## src/rtl/system_memory_controller.sv

```systemverilog
// -----------------------------------------------------------------------------
// system_memory_controller
//
// Sequences the system memory, which is a grid state register with a serial
// load path, a parallel "run" capture, and a serial readout path. The host
// issues one command at a time: LOAD, RUN or OUTPUT. For each command the
// controller drives exactly one of the memory strobes LOAD_MODE, RUN_MODE or
// OUTPUT_MODE for the required number of cycles. It counts the serial bits and
// the generations, and it pulses DONE on normal completion.
//
// Ports
//   CLK               system clock; all state changes on the rising edge
//   RESET             asynchronous reset, active low
//   CMD_VALID/READY   host command handshake (READY is high only in IDLE)
//   CMD_OP            00 NOP, 01 LOAD, 10 RUN, 11 OUTPUT
//   CMD_GENS          generation count for RUN, captured when accepted
//   ABORT             cancels the operation in progress (no DONE)
//   HOST_SERIAL_IN    serial load bit from the host
//   HOST_SERIAL_VALID marks HOST_SERIAL_IN as valid
//   MEM_SERIAL_OUT    serial readout bit from the memory
//   LOAD_MODE         memory strobes; at most one is high at a time
//   RUN_MODE
//   OUTPUT_MODE
//   MEM_SERIAL_IN     HOST_SERIAL_IN passed through to the memory
//   OUT_BIT/OUT_VALID readout data to the host, one cycle behind OUTPUT_MODE
//   BUSY              high whenever the controller is not IDLE
//   DONE              one-cycle pulse after normal completion
//   GEN_DONE          generations completed in the current or last RUN
// -----------------------------------------------------------------------------
module system_memory_controller #(
    parameter int DATA_SIZE = 5,
    parameter int GEN_WIDTH = 8
) (
    input  logic                 CLK,
    input  logic                 RESET,
    input  logic                 CMD_VALID,
    output logic                 CMD_READY,
    input  logic [1:0]           CMD_OP,
    input  logic [GEN_WIDTH-1:0] CMD_GENS,
    input  logic                 ABORT,
    input  logic                 HOST_SERIAL_IN,
    input  logic                 HOST_SERIAL_VALID,
    input  logic                 MEM_SERIAL_OUT,
    output logic                 LOAD_MODE,
    output logic                 RUN_MODE,
    output logic                 OUTPUT_MODE,
    output logic                 MEM_SERIAL_IN,
    output logic                 OUT_BIT,
    output logic                 OUT_VALID,
    output logic                 BUSY,
    output logic                 DONE,
    output logic [GEN_WIDTH-1:0] GEN_DONE
);

    localparam int            CW       = $clog2(DATA_SIZE + 1);
    localparam logic [CW-1:0] LAST_BIT = CW'(DATA_SIZE - 1);

    typedef enum logic [1:0] {
        ST_IDLE   = 2'd0,
        ST_LOAD   = 2'd1,
        ST_RUN    = 2'd2,
        ST_OUTPUT = 2'd3
    } state_t;

    state_t               r_state;
    state_t               w_state_next;
    logic [CW-1:0]        r_bit_cnt;
    logic [CW-1:0]        w_bit_cnt_next;
    logic [GEN_WIDTH-1:0] r_gens;
    logic [GEN_WIDTH-1:0] w_gens_next;
    logic [GEN_WIDTH-1:0] r_gen_done;
    logic [GEN_WIDTH-1:0] w_gen_done_next;
    logic                 r_done;
    logic                 w_done_next;
    logic                 r_out_valid;
    logic                 w_load_mode;
    logic [CW-1:0]        w_bit_inc;
    logic [GEN_WIDTH-1:0] w_gen_inc;

    // The strobes are decoded from the state, so the one-hot property holds
    // by construction. LOAD_MODE also needs valid host data.
    assign w_load_mode   = (r_state == ST_LOAD) && HOST_SERIAL_VALID;
    assign LOAD_MODE     = w_load_mode;
    assign RUN_MODE      = (r_state == ST_RUN);
    assign OUTPUT_MODE   = (r_state == ST_OUTPUT);
    assign CMD_READY     = (r_state == ST_IDLE);
    assign BUSY          = (r_state != ST_IDLE);
    assign MEM_SERIAL_IN = HOST_SERIAL_IN;
    assign OUT_VALID     = r_out_valid;
    assign OUT_BIT       = r_out_valid & MEM_SERIAL_OUT;
    assign DONE          = r_done;
    assign GEN_DONE      = r_gen_done;

    assign w_bit_inc = r_bit_cnt + 1'b1;
    assign w_gen_inc = r_gen_done + 1'b1;

    always_ff @(posedge CLK or negedge RESET) begin
        if (!RESET) begin
            r_state     <= ST_IDLE;
            r_bit_cnt   <= '0;
            r_gens      <= '0;
            r_gen_done  <= '0;
            r_done      <= 1'b0;
            r_out_valid <= 1'b0;
        end else begin
            r_state     <= w_state_next;
            r_bit_cnt   <= w_bit_cnt_next;
            r_gens      <= w_gens_next;
            r_gen_done  <= w_gen_done_next;
            r_done      <= w_done_next;
            // The memory registers its serial output on each OUTPUT_MODE
            // edge, so the readout data is valid one cycle after the strobe.
            r_out_valid <= (r_state == ST_OUTPUT);
        end
    end

    always_comb begin
        w_state_next    = r_state;
        w_bit_cnt_next  = r_bit_cnt;
        w_gens_next     = r_gens;
        w_gen_done_next = r_gen_done;
        w_done_next     = 1'b0;

        case (r_state)
            ST_IDLE: begin
                // ABORT has no meaning here. An accept always takes effect.
                if (CMD_VALID) begin
                    case (CMD_OP)
                        2'b01: begin
                            w_state_next   = ST_LOAD;
                            w_bit_cnt_next = '0;
                        end
                        2'b10: begin
                            w_gens_next     = CMD_GENS;
                            w_gen_done_next = '0;
                            // A zero-length RUN completes at the accept edge.
                            if (CMD_GENS == '0) begin
                                w_done_next = 1'b1;
                            end else begin
                                w_state_next = ST_RUN;
                            end
                        end
                        2'b11: begin
                            w_state_next   = ST_OUTPUT;
                            w_bit_cnt_next = '0;
                        end
                        default: ;
                    endcase
                end
            end

            ST_LOAD: begin
                if (ABORT) begin
                    w_state_next   = ST_IDLE;
                    w_bit_cnt_next = '0;
                end else if (w_load_mode) begin
                    if (r_bit_cnt == LAST_BIT) begin
                        w_state_next   = ST_IDLE;
                        w_bit_cnt_next = '0;
                        w_done_next    = 1'b1;
                    end else begin
                        w_bit_cnt_next = w_bit_inc;
                    end
                end
            end

            ST_RUN: begin
                // The memory advances one generation on every RUN_MODE edge,
                // including the edge that sees ABORT. The count therefore
                // always equals the number of generations actually computed.
                w_gen_done_next = w_gen_inc;
                if (ABORT) begin
                    w_state_next = ST_IDLE;
                end else if (w_gen_inc == r_gens) begin
                    w_state_next = ST_IDLE;
                    w_done_next  = 1'b1;
                end
            end

            ST_OUTPUT: begin
                if (ABORT) begin
                    w_state_next   = ST_IDLE;
                    w_bit_cnt_next = '0;
                end else if (r_bit_cnt == LAST_BIT) begin
                    w_state_next   = ST_IDLE;
                    w_bit_cnt_next = '0;
                    w_done_next    = 1'b1;
                end else begin
                    w_bit_cnt_next = w_bit_inc;
                end
            end

            default: begin
                w_state_next = ST_IDLE;
            end
        endcase
    end

endmodule

```

## config.mk

```make
export PLATFORM = sky130hd
export DESIGN_NAME = system_memory_controller
export DESIGN_NICKNAME = d
export VERILOG_FILES = /design/src/rtl/system_memory_controller.sv
export SDC_FILE = /design/constraint.sdc
export NUM_CORES = 1
export LEC_CHECK = 0
export CAP_MARGIN = 40
export CELL_PAD_IN_SITES_DETAIL_PLACEMENT = 1
export CELL_PAD_IN_SITES_GLOBAL_PLACEMENT = 1
export CORE_MARGIN = 8
export CORE_UTILIZATION = 37
export DETAILED_ROUTE_END_ITERATION = 8
export PLACE_DENSITY_LB_ADDON = 0.1
export SETUP_SLACK_MARGIN = 0.4
export SLEW_MARGIN = 5
export SYNTH_ARGS = -nofsm -noshare
export SYNTH_HDL_FRONTEND = slang
export SYNTH_SLANG_ARGS = --single-unit
```

## constraint.sdc

```tcl
create_clock -name CLK -period 2.45 [get_ports CLK]
set_input_delay 0.735 -clock CLK [delete_from_list [all_inputs] [get_ports CLK]]
set_output_delay 0.735 -clock CLK [all_outputs]
set_load 0.1 [all_outputs]
```

Yosys cells after proc, flatten, opt, wreduce, memory -nomap -nowiden
Index checks and enable logic that the tools add are counted.
- logic and storage cells: 65
- output and inout bits: 17
- input bits: 17
- register bits after elaboration: 23
- reductions and logical operators: 11
- bitwise gates (word level): 1
- multiplexer cells: 30
- $add $sub $neg: 2
- equal/unequal tests: 15
- operator list (operator ; number):
    2-to-1 mux 3 bit ; 6
    2-to-1 mux 2 bit ; 8
    2-to-1 mux 8 bit ; 2
    case mux 8 bit (2 select lines) ; 1
    2-to-1 mux 1 bit ; 9
    case mux 3 bit (3 select lines) ; 1
    adder 8 x 1 -> 8 bit, second input constant ; 1
    == test 2 bit, second input constant ; 4
    == test 8 bit ; 1
    zero test 8 bit ; 1
    case mux 2 bit (4 select lines) ; 1
    inequality test 3 bit, second input constant ; 2
    case mux 2 bit (3 select lines) ; 1
    AND reduction 3 bit ; 2
    AND reduction 5 bit ; 1
    == test 2 x 1 -> 1 bit, second input constant ; 2
    inequality test 2 bit, second input constant ; 2
    inequality test 4 x 1 -> 1 bit, second input constant ; 1
    case mux 1 bit (4 select lines) ; 1
    AND reduction 4 bit ; 1
    nonzero test 2 bit ; 2
    adder 3 x 1 -> 3 bit, second input constant ; 1
    == test 3 bit, second input constant ; 1
    inequality test 3 x 2 -> 1 bit, second input constant ; 1
    6 further kinds ; 6

Logic depth before layout (Yosys ltp)
Gate-level depths: netlist (run 1).
- word-level depth: 5
- depth in mapped cells: 7
- depth with buffers taken out: 6

Worst setup path after synthesis (run 1)
Ideal clock, no wire load.
- kind: register to register
- start point: register r_state[1]
- end point: register r_bit_cnt[2]
- setup time: 0.121 ns
- stages on the path, launching flop included: 6
- path buffers: 0
- data arrival time: 3.514 ns
- path slack: -1.185 ns
- data required time: 2.329 ns
- period minus slack after synthesis: 3.635 ns
- cells stage by stage: dfrtp_1 -> nor2_1 -> inv_1 -> o21ai_2 -> o31ai_1 -> a22o_1
- elaborated cells between the ends (all ways): 10
- classes of those cells: 5 x eq/ne; 1 x mux; 4 x reduce/logical
- RTL lines (item ; line ; text):
    from (decl) ; 65 ; state_t r_state;
    from (signal assigned) ; 106 ; r_state <= w_state_next;
    zero test 2 bit * ; -- ;
    net CMD_READY ; 37 ; output logic CMD_READY,
    inequality test 2 bit (no source line) / nonzero test 3 bit (equally long branches) ; -- ;
    AND reduction 4 bit (no source line) ; -- ;
    to (signal assigned) ; 107 ; r_bit_cnt <= w_bit_cnt_next;
    to (decl) ; 67 ; logic [CW-1:0] r_bit_cnt;
The timed path passes the listed nets; every way through them passes the cells marked *.
A chain may end at the register's enable or synchronous reset.

Worst setup path in the final report (run 1)
- start point: input port MEM_SERIAL_OUT
- end point: output port OUT_BIT
- word-level cells in the longest chain between the ends: 1
- RTL lines (item ; line ; text):
    from (decl) ; 43 ; input logic MEM_SERIAL_OUT,
    bitwise AND 1 bit ; 90 ; assign OUT_BIT = r_out_valid & MEM_SERIAL_OUT;
    to (decl) ; 48 ; output logic OUT_BIT,
Every way passes these cells.

==> metrics.csv, run 1 <==
stage,metric,value,unit
layout,final design utilization,51.1,%
sta,Final Hold Vio Count,0,
floorplan,Ports,34,
route,Residual DRC,0,
sta,fin crit period,1.99,ns
synthesis,number of synthesized register bits,23,
route,drt total wl,3770,um
global_routing,antenna violations before repair,0,
route,Starting DRT DRC Count,19,
outcome,status,finished clean,
clock_network,Root Driver,clkbuf_8,
clock_network,Sink Count,23,
placed_design,# port buffers,31,
floorplan,Die Wd,77.7,um
route,Vias/cell,5.31,
job,max-cap check violation count,0,
sta,Rel. slew slack,78.1,%
synthesis,main flop type after synthesis,dfrtp_1,
setup_path,crit-path cells,dlygate4sd2_1 > and2_4 > buf_12,
floorplan,Die H,77.7,um
clock_network,Worst-Skew Late Latency,0.27,ns
layout,Storage cell area,587,um2
sta,TNS Setup,0,ns
synthesis,Area contributors post-synth,"dfrtp_1 (41%), o21ai_0 (5.3%), mux2_1 (4.8%)",
synthesis,post-synthesis cell area,1410,um2
setup_path,CP max FO,1,
clock_network,total CTS buffers,3,
setup_path,Critical Path RT,1.71,ns
global_routing,Global Route Usage Sum,12.8,%
route,DRT Pass-1 Iters,4,
synthesis,sequential area share after synthesis,40.9,%
setup_path,Critical Path Stages,3,
setup_path,startpoint types,input pin,
clock_network,CTS tree,done,
layout,fraction of layout cells with a size suffix above 1,30.1,%
pwr,Worst VDD drop,0.586,mV
global_routing,global-route wire length before repair,6490,um
synthesis,syn nets,160,
clock_network,CTS Hold Bufs,0,
synthesis,Post-synth EDFFs,0,
route,routed length per instance,17.0,um
synthesis,post-synth top area cell,dfrtp_1,
pwr,Leak,0.000779,uW
sta,# setup viols final,0,
synthesis,ys async rst share,100,%
clock_network,register clock-pin slew on the reported worst setup and hold paths,0.08,ns
sta,fin crit share,81.3,%
setup_path,Worst path top cell family by delay,buffers and inverters,
floorplan,Core Area,3660,um2
sta,max-slew violation total from the final report,0,
min_path,hold path depth,1,
clock_network,htree depth,1,
layout,# fillers,402,
clock_network,CTS Buffer Depth,2,
route,post-route antenna net violation count,0,
floorplan,placement row count,22,
pwr,power per standard cell area,1200,nW/um2
placed_design,routability cong.,0.796,
layout,area of the multi-input gates,792,um2
synthesis,post-synth cell types,46,
sta,Worst Clk Skew,0.00960,ns
route,Vias,1173,
global_routing,largest net degree at the start of global routing,24,
placed_design,HPWL Detailed,2990,um
synthesis,Cells after Synth,140,
setup_path,Crit. End Element,output port,
min_path,HP Class,reg -> reg,
floorplan,initial core utilization,38.4,%
synthesis,post-synth top area share,40.9,%
setup_path,critical path data arrival time,1.26,ns
setup_path,slowest cell delay on critical path,0.23,ns
layout,Final #Nets,194,
synthesis,syn avg cell area,10.1,um2
synthesis,Ys Warns,0,
global_routing,vias in the first global route,1354,
global_routing,global route overflow,0,
setup_path,CP bufs+invs,2,
sta,RSZ-0062 raised after global routing,false,
layout,Area Growth Syn to Fin,33.0,%
floorplan,Die ar.,6030,um2
clock_network,postcts setup bufs,0,
layout,antenna diode count,0,
sta,Highest Clock Rate,502,MHz
sta,Least-Margin Pin Slew,0.328,ns
setup_path,critical path class,in -> out,
setup_path,slowest CP cell,dlygate4sd2_1,
setup_path,Reg2Reg Depth,5,
-- placed cells by master (no fill, tap or decap), drive strengths merged, types with 2 or more instances in the layout --
| cell | n |
|---|---|
| clkbuf | 5 |
| nor4 | 3 |
| dfrtp | 23 |
| or2b | 2 |
| mux2 | 8 |
| o22ai | 2 |
| o31ai | 3 |
| a21oi | 3 |
| ha | 3 |
| xor2 | 4 |
| o41ai | 2 |
| o21ai | 16 |
| and3b | 2 |
| o211ai | 3 |
| nor2b | 2 |
| a22o | 2 |
| nand2b | 2 |
| clkdlybuf4s50 | 13 |
| xnor2 | 7 |
| nor2 | 8 |
| nand3 | 5 |
| buf | 20 |
| inv | 5 |
| nand4 | 2 |
| nand2 | 12 |
| and2 | 3 |
-- synthesized netlist by cell type, types with 2 or more instances --
cell       n
o21ai_0   15
and3b_1    2
ha_1       3
nand3_1    5
xnor2_1    7
buf_6      2
o22ai_1    2
o31ai_1    3
a21oi_1    3
nand4_1    2
nor2_1     8
nand2_1   11
a22o_1     2
o41ai_1    2
inv_1      5
mux2_2     2
nor2b_1    2
mux2_1     6
buf_4      2
dfrtp_1   23
xor2_1     3
nor4_1     3
and2_1     2
o211ai_1   3
-- stage by stage --
step	total power, uW	cells	cell area [um2]	hold WS (ns)	setup slack (ns)
2_1_floorplan	1630	140	1430	0.439	0.0630
3_3_place_gp	1960	217	1800	0.504	0.104
3_5_place_dp	2000	217	1800	0.520	0.0602
4_1_cts	2250	221	1860	0.538	0.319
5_1_grt	2360	221	1870	0.549	0.402
6_report	2240	221	1870	0.537	0.458
-- cells by family (layout without fill, tap and decap cells) --
family	Yosys count	in the layout	synth area share, %
multiplexers	8	8	6.40
buffers and inverters	11	44	5.69
flip-flops	23	23	40.9
adder cells (fa/ha/maj)	3	3	2.67
AO/OA/AOI/OAI	38	38	18.8
XOR/XNOR	11	11	7.38
AND/OR/NAND/NOR	46	46	18.2
-- area by class of cell --
cell class | instances | area share, %
clock buffer | 4 | 2.41
inverter | 5 | 1.00
multi-input combinational | 106 | 42.3
sequential | 23 | 31.4
tap | 48 | 3.21
timing repair buffer | 35 | 19.7
-- routing by layer --
metal	track usage [%]	vias to the layer above	part of all wire, %
met3	2.88	4	3.2
li1	-	572	-
met5	0	-	0
met4	3.40	0	1.0
met2	22.8	19	51
met1	14.9	578	44
-- final timing paths --
| path | startpoint | to | slack [ns] |
|---|---|---|---|
| worst min register to register | r_gens[0] | r_gens[0] | 0.54 |
| worst max-delay path | MEM_SERIAL_OUT | OUT_BIT | 0.46 |
| worst min-delay path | r_gens[0] | r_gens[0] | 0.54 |
| worst max register to register | GEN_DONE[0] | r_state[1] | 0.57 |
| max in group asynchronous | RESET | r_state[1] | 1.36 |
| min in group asynchronous | RESET | DONE | 0.82 |
-- power by group --
part	switching, uW	leakage (uW)	total (uW)	internal [uW]
Sequential	150	0.000286	653	504
Combinational	859	0.000470	1340	481
Clock	130	0.0000228	246	116
Total	1140	0.000779	2240	1100
-- registers in the layout, indices dropped and copies added, names as in the netlist --
register and count:
r_bit_cnt 3, r_state 2, OUT_VALID 1, r_gens 8
GEN_DONE 8, DONE 1
-- timing repair --
item                                    CTS  global route
hold endpoints to repair                  0             0
gates cloned                              0             0
endpoints found under the setup margin    4             4
pin swaps                                 0             1
resized for setup                         7             6
Power figures use the tool's default switching activity.
==> inputs of run 2 (changes only) <==
- clock period: 2.45 -> 1.9 ns (I/O delays scaled with it)
==> run 2 against run 1 <==
Net effect: sequential power rose by 38%; hold slack better by 0.032 ns; sequential cell count is the same; combinational power rose by 120%; clock skew down 0.0072 ns; utilization up 21 points; critical path type is now reg -> out.
==> metrics.csv, run 2 (same netlist as run 1, synthesis figures left out) <==
stage,metric,value,unit,change
min_path,hold path depth,1,,unchanged
setup_path,CP bufs+invs,1,,was 2
sta,Highest Clock Rate,552,MHz,
route,DRT Pass-1 Iters,4,,unchanged
pwr,power per standard cell area,1570,nW/um2,was 1200 nW/um2
clock_network,Sink Count,23,,unchanged
pwr,Total Power,4170,uW,was 2240 uW
sta,TNS Setup,0,ns,unchanged
sta,fin crit period,1.81,ns,
global_routing,Global Route Usage Sum,18.8,%,was 12.8%
route,Vias/cell,5.90,,was 5.31
route,Starting DRT DRC Count,74,,was 19
sta,fin crit share,95.3,%,
clock_network,CTS Buffer Depth,2,,unchanged
setup_path,slowest CP cell,dfrtp_2,,was dlygate4sd2_1
floorplan,Core Area,3660,um2,unchanged
global_routing,vias in the first global route,1677,,"was 1,354"
floorplan,placement row count,22,,unchanged
clock_network,CTS Hold Bufs,0,,unchanged
route,drt total wl,7120,um,was 3770 um
layout,post-route non-filler standard cell count,268,,was 221
job,max-cap check violation count,0,,unchanged
layout,fraction of layout cells with a size suffix above 1,60.9,%,was 30.1%
pwr,Worst VDD drop,0.977,mV,was 0.586 mV
min_path,critical hold path startpoint,r_gens[2],,was r_gens[0]
pwr,Leak,0.00114,uW,was 0.000779 uW
placed_design,dpl cells,228,,was 217
layout,# fillers,348,,was 402
sta,Worst Clk Skew,0.00244,ns,was 0.00960 ns
placed_design,Post-Place Setup Slack,-0.219,ns,was 0.0602 ns
global_routing,global-route wire length before repair,9100,um,was 6490 um
placed_design,HPWL Detailed,3320,um,was 2990 um
route,Vias,1580,,"was 1,173"
layout,Final #Nets,241,,was 194
clock_network,total CTS buffers,3,,unchanged
setup_path,worst reg2reg path startpoint,GEN_DONE[1],,was GEN_DONE[0]
route,Residual DRC,0,,unchanged
global_routing,largest net degree at the start of global routing,24,,unchanged
sta,max-slew violation total from the final report,0,,unchanged
sta,Rel. slew slack,73.0,%,was 78.1%
global_routing,global route overflow,0,,unchanged
sta,setup ws final,0.0888,ns,was 0.458 ns
sta,Least-Margin Pin Slew,0.403,ns,was 0.328 ns
setup_path,slowest cell delay on critical path,0.49,ns,was 0.23 ns
sta,RSZ-0062 raised after global routing,true,,was false
floorplan,Ports,34,,unchanged
setup_path,crit-path cells,and3b_2 > buf_12,,was dlygate4sd2_1 > and2_4 > buf_12
sta,Final Hold Vio Count,0,,unchanged
clock_network,Root Driver,clkbuf_8,,unchanged
route,routed length per instance,26.6,um,was 17.0 um
layout,Area Growth Syn to Fin,88.1,%,was 33.0%
layout,most frequent cells in the layout,"buf_4 (34), buf_12 (18), dfrtp_1 (12), buf_6 (12), dlygate4sd2_1 (10)",,"was o21ai_0 (15), dfrtp_1 (14), buf_4 (14), clkdlybuf4s50_1 (13), nand2_1 (11)"
clock_network,htree depth,1,,unchanged
global_routing,antenna violations before repair,0,,unchanged
setup_path,Worst R2R End,DONE,,was r_state[1]
placed_design,routability cong.,0.809,,was 0.796
outcome,status,finished clean,,unchanged
setup_path,Critical Path RT,1.33,ns,was 1.71 ns
sta,# setup viols final,0,,unchanged
floorplan,Die ar.,6030,um2,unchanged
setup_path,startpoint types,register,,was input pin
layout,"leading cell type in the layout, fill and taps excluded",buf_4,,was o21ai_0
clock_network,CTS tree,done,,unchanged
clock_network,Worst-Skew Late Latency,0.29,ns,was 0.27 ns
setup_path,Reg2Reg Depth,6,,was 5
clock_network,register clock-pin slew on the reported worst setup and hold paths,0.10,ns,was 0.08 ns
setup_path,Worst path top cell family by delay,flip-flops,,was buffers and inverters
setup_path,reg2reg setup slack,0.14,ns,was 0.57 ns
layout,antenna diode count,0,,unchanged
setup_path,CP max FO,5,,was 1
floorplan,Die H,77.7,um,unchanged
placed_design,# port buffers,31,,unchanged
setup_path,critical path data arrival time,1.24,ns,was 1.26 ns
min_path,HP Class,reg -> reg,,unchanged
min_path,Hold Crit Endpoint,r_gens[2],,was r_gens[0]
layout,final design utilization,72.3,%,was 51.1%
setup_path,critical path class,reg -> out,,was in -> out
setup_path,Crit. End Element,output port,,unchanged
floorplan,Die Wd,77.7,um,unchanged
floorplan,initial core utilization,38.4,%,unchanged
route,post-route antenna net violation count,0,,unchanged
[run 2: cell types whose count changed in the layout (fill, tap and decap cells not counted), sizes merged]
cell and delta:
dlygate4sd2 +9, clkinvlp +1, clkinv +1, buf +48
clkbuf -2, dlymetal6s2s +1, inv -1, clkdlybuf4s50 -10
[run 2: worst max path at each step]
stage | to | slack (ns) | cells past startpoint | start
after global routing | LOAD_MODE | 0.08 | 2 | r_state[1]
after global placement | r_state[1] | -0.19 | 7 | CMD_GENS[1]
after CTS | LOAD_MODE | 0.11 | 2 | r_state[1]
after detailed placement | r_state[1] | -0.22 | 7 | CMD_GENS[1]
final | LOAD_MODE | 0.09 | 2 | r_state[1]
after floorplan | r_bit_cnt[2] | -0.49 | 5 | r_state[0]
[run 2: metrics by stage]
stage	hold slack, ns	cell area, um2
floorplan	0.274	1500
global placement	0.528	2090
detailed placement	0.537	2090
CTS	0.556	2430
global route	0.589	2650
finish	0.569	2650
[run 2: cell type report]
type / count / area (um2) / share of cell area (%)
Inverter: 5 / 22.5 / 0.851
Multi-Input combinational cell: 106 / 985 / 37.2
Clock inverter: 1 / 5.00 / 0.189
Timing Repair Buffer: 82 / 932 / 35.2
Tap cell: 48 / 60.1 / 2.27
Sequential cell: 23 / 602 / 22.7
Clock buffer: 3 / 41.3 / 1.56
[run 2: repair_timing]
item / CTS / global route
setup endpoints to repair: 35 / 36
gates cloned: 1 / 0
pin swaps: 15 / 8
setup buffers: 23 / 12
gates resized for setup: 40 / 27
[run 2: power breakdown]
group          switching, uW  total (uW)  internal (uW)
sequential               239         903            664
combinational           1620        2920           1300
clock                    199         347            148
total                   2050        4170           2110
[run 2: layer usage]
metal / GRT usage [%] / part of all wire, % / up-vias
met5: 0 / 0 / -
met3: 3.92 / 4.6 / 35
met4: 7.17 / 5.7 / 0
li1: - / - / 667
met2: 34.8 / 52 / 65
met1: 20.4 / 38 / 813
==> inputs of run 3 (changes only) <==
- HOLD_SLACK_MARGIN: unset -> 0.05
==> results of run 3 <==
Same layout as run 2: the final DEF is identical, and so are final timing and power.
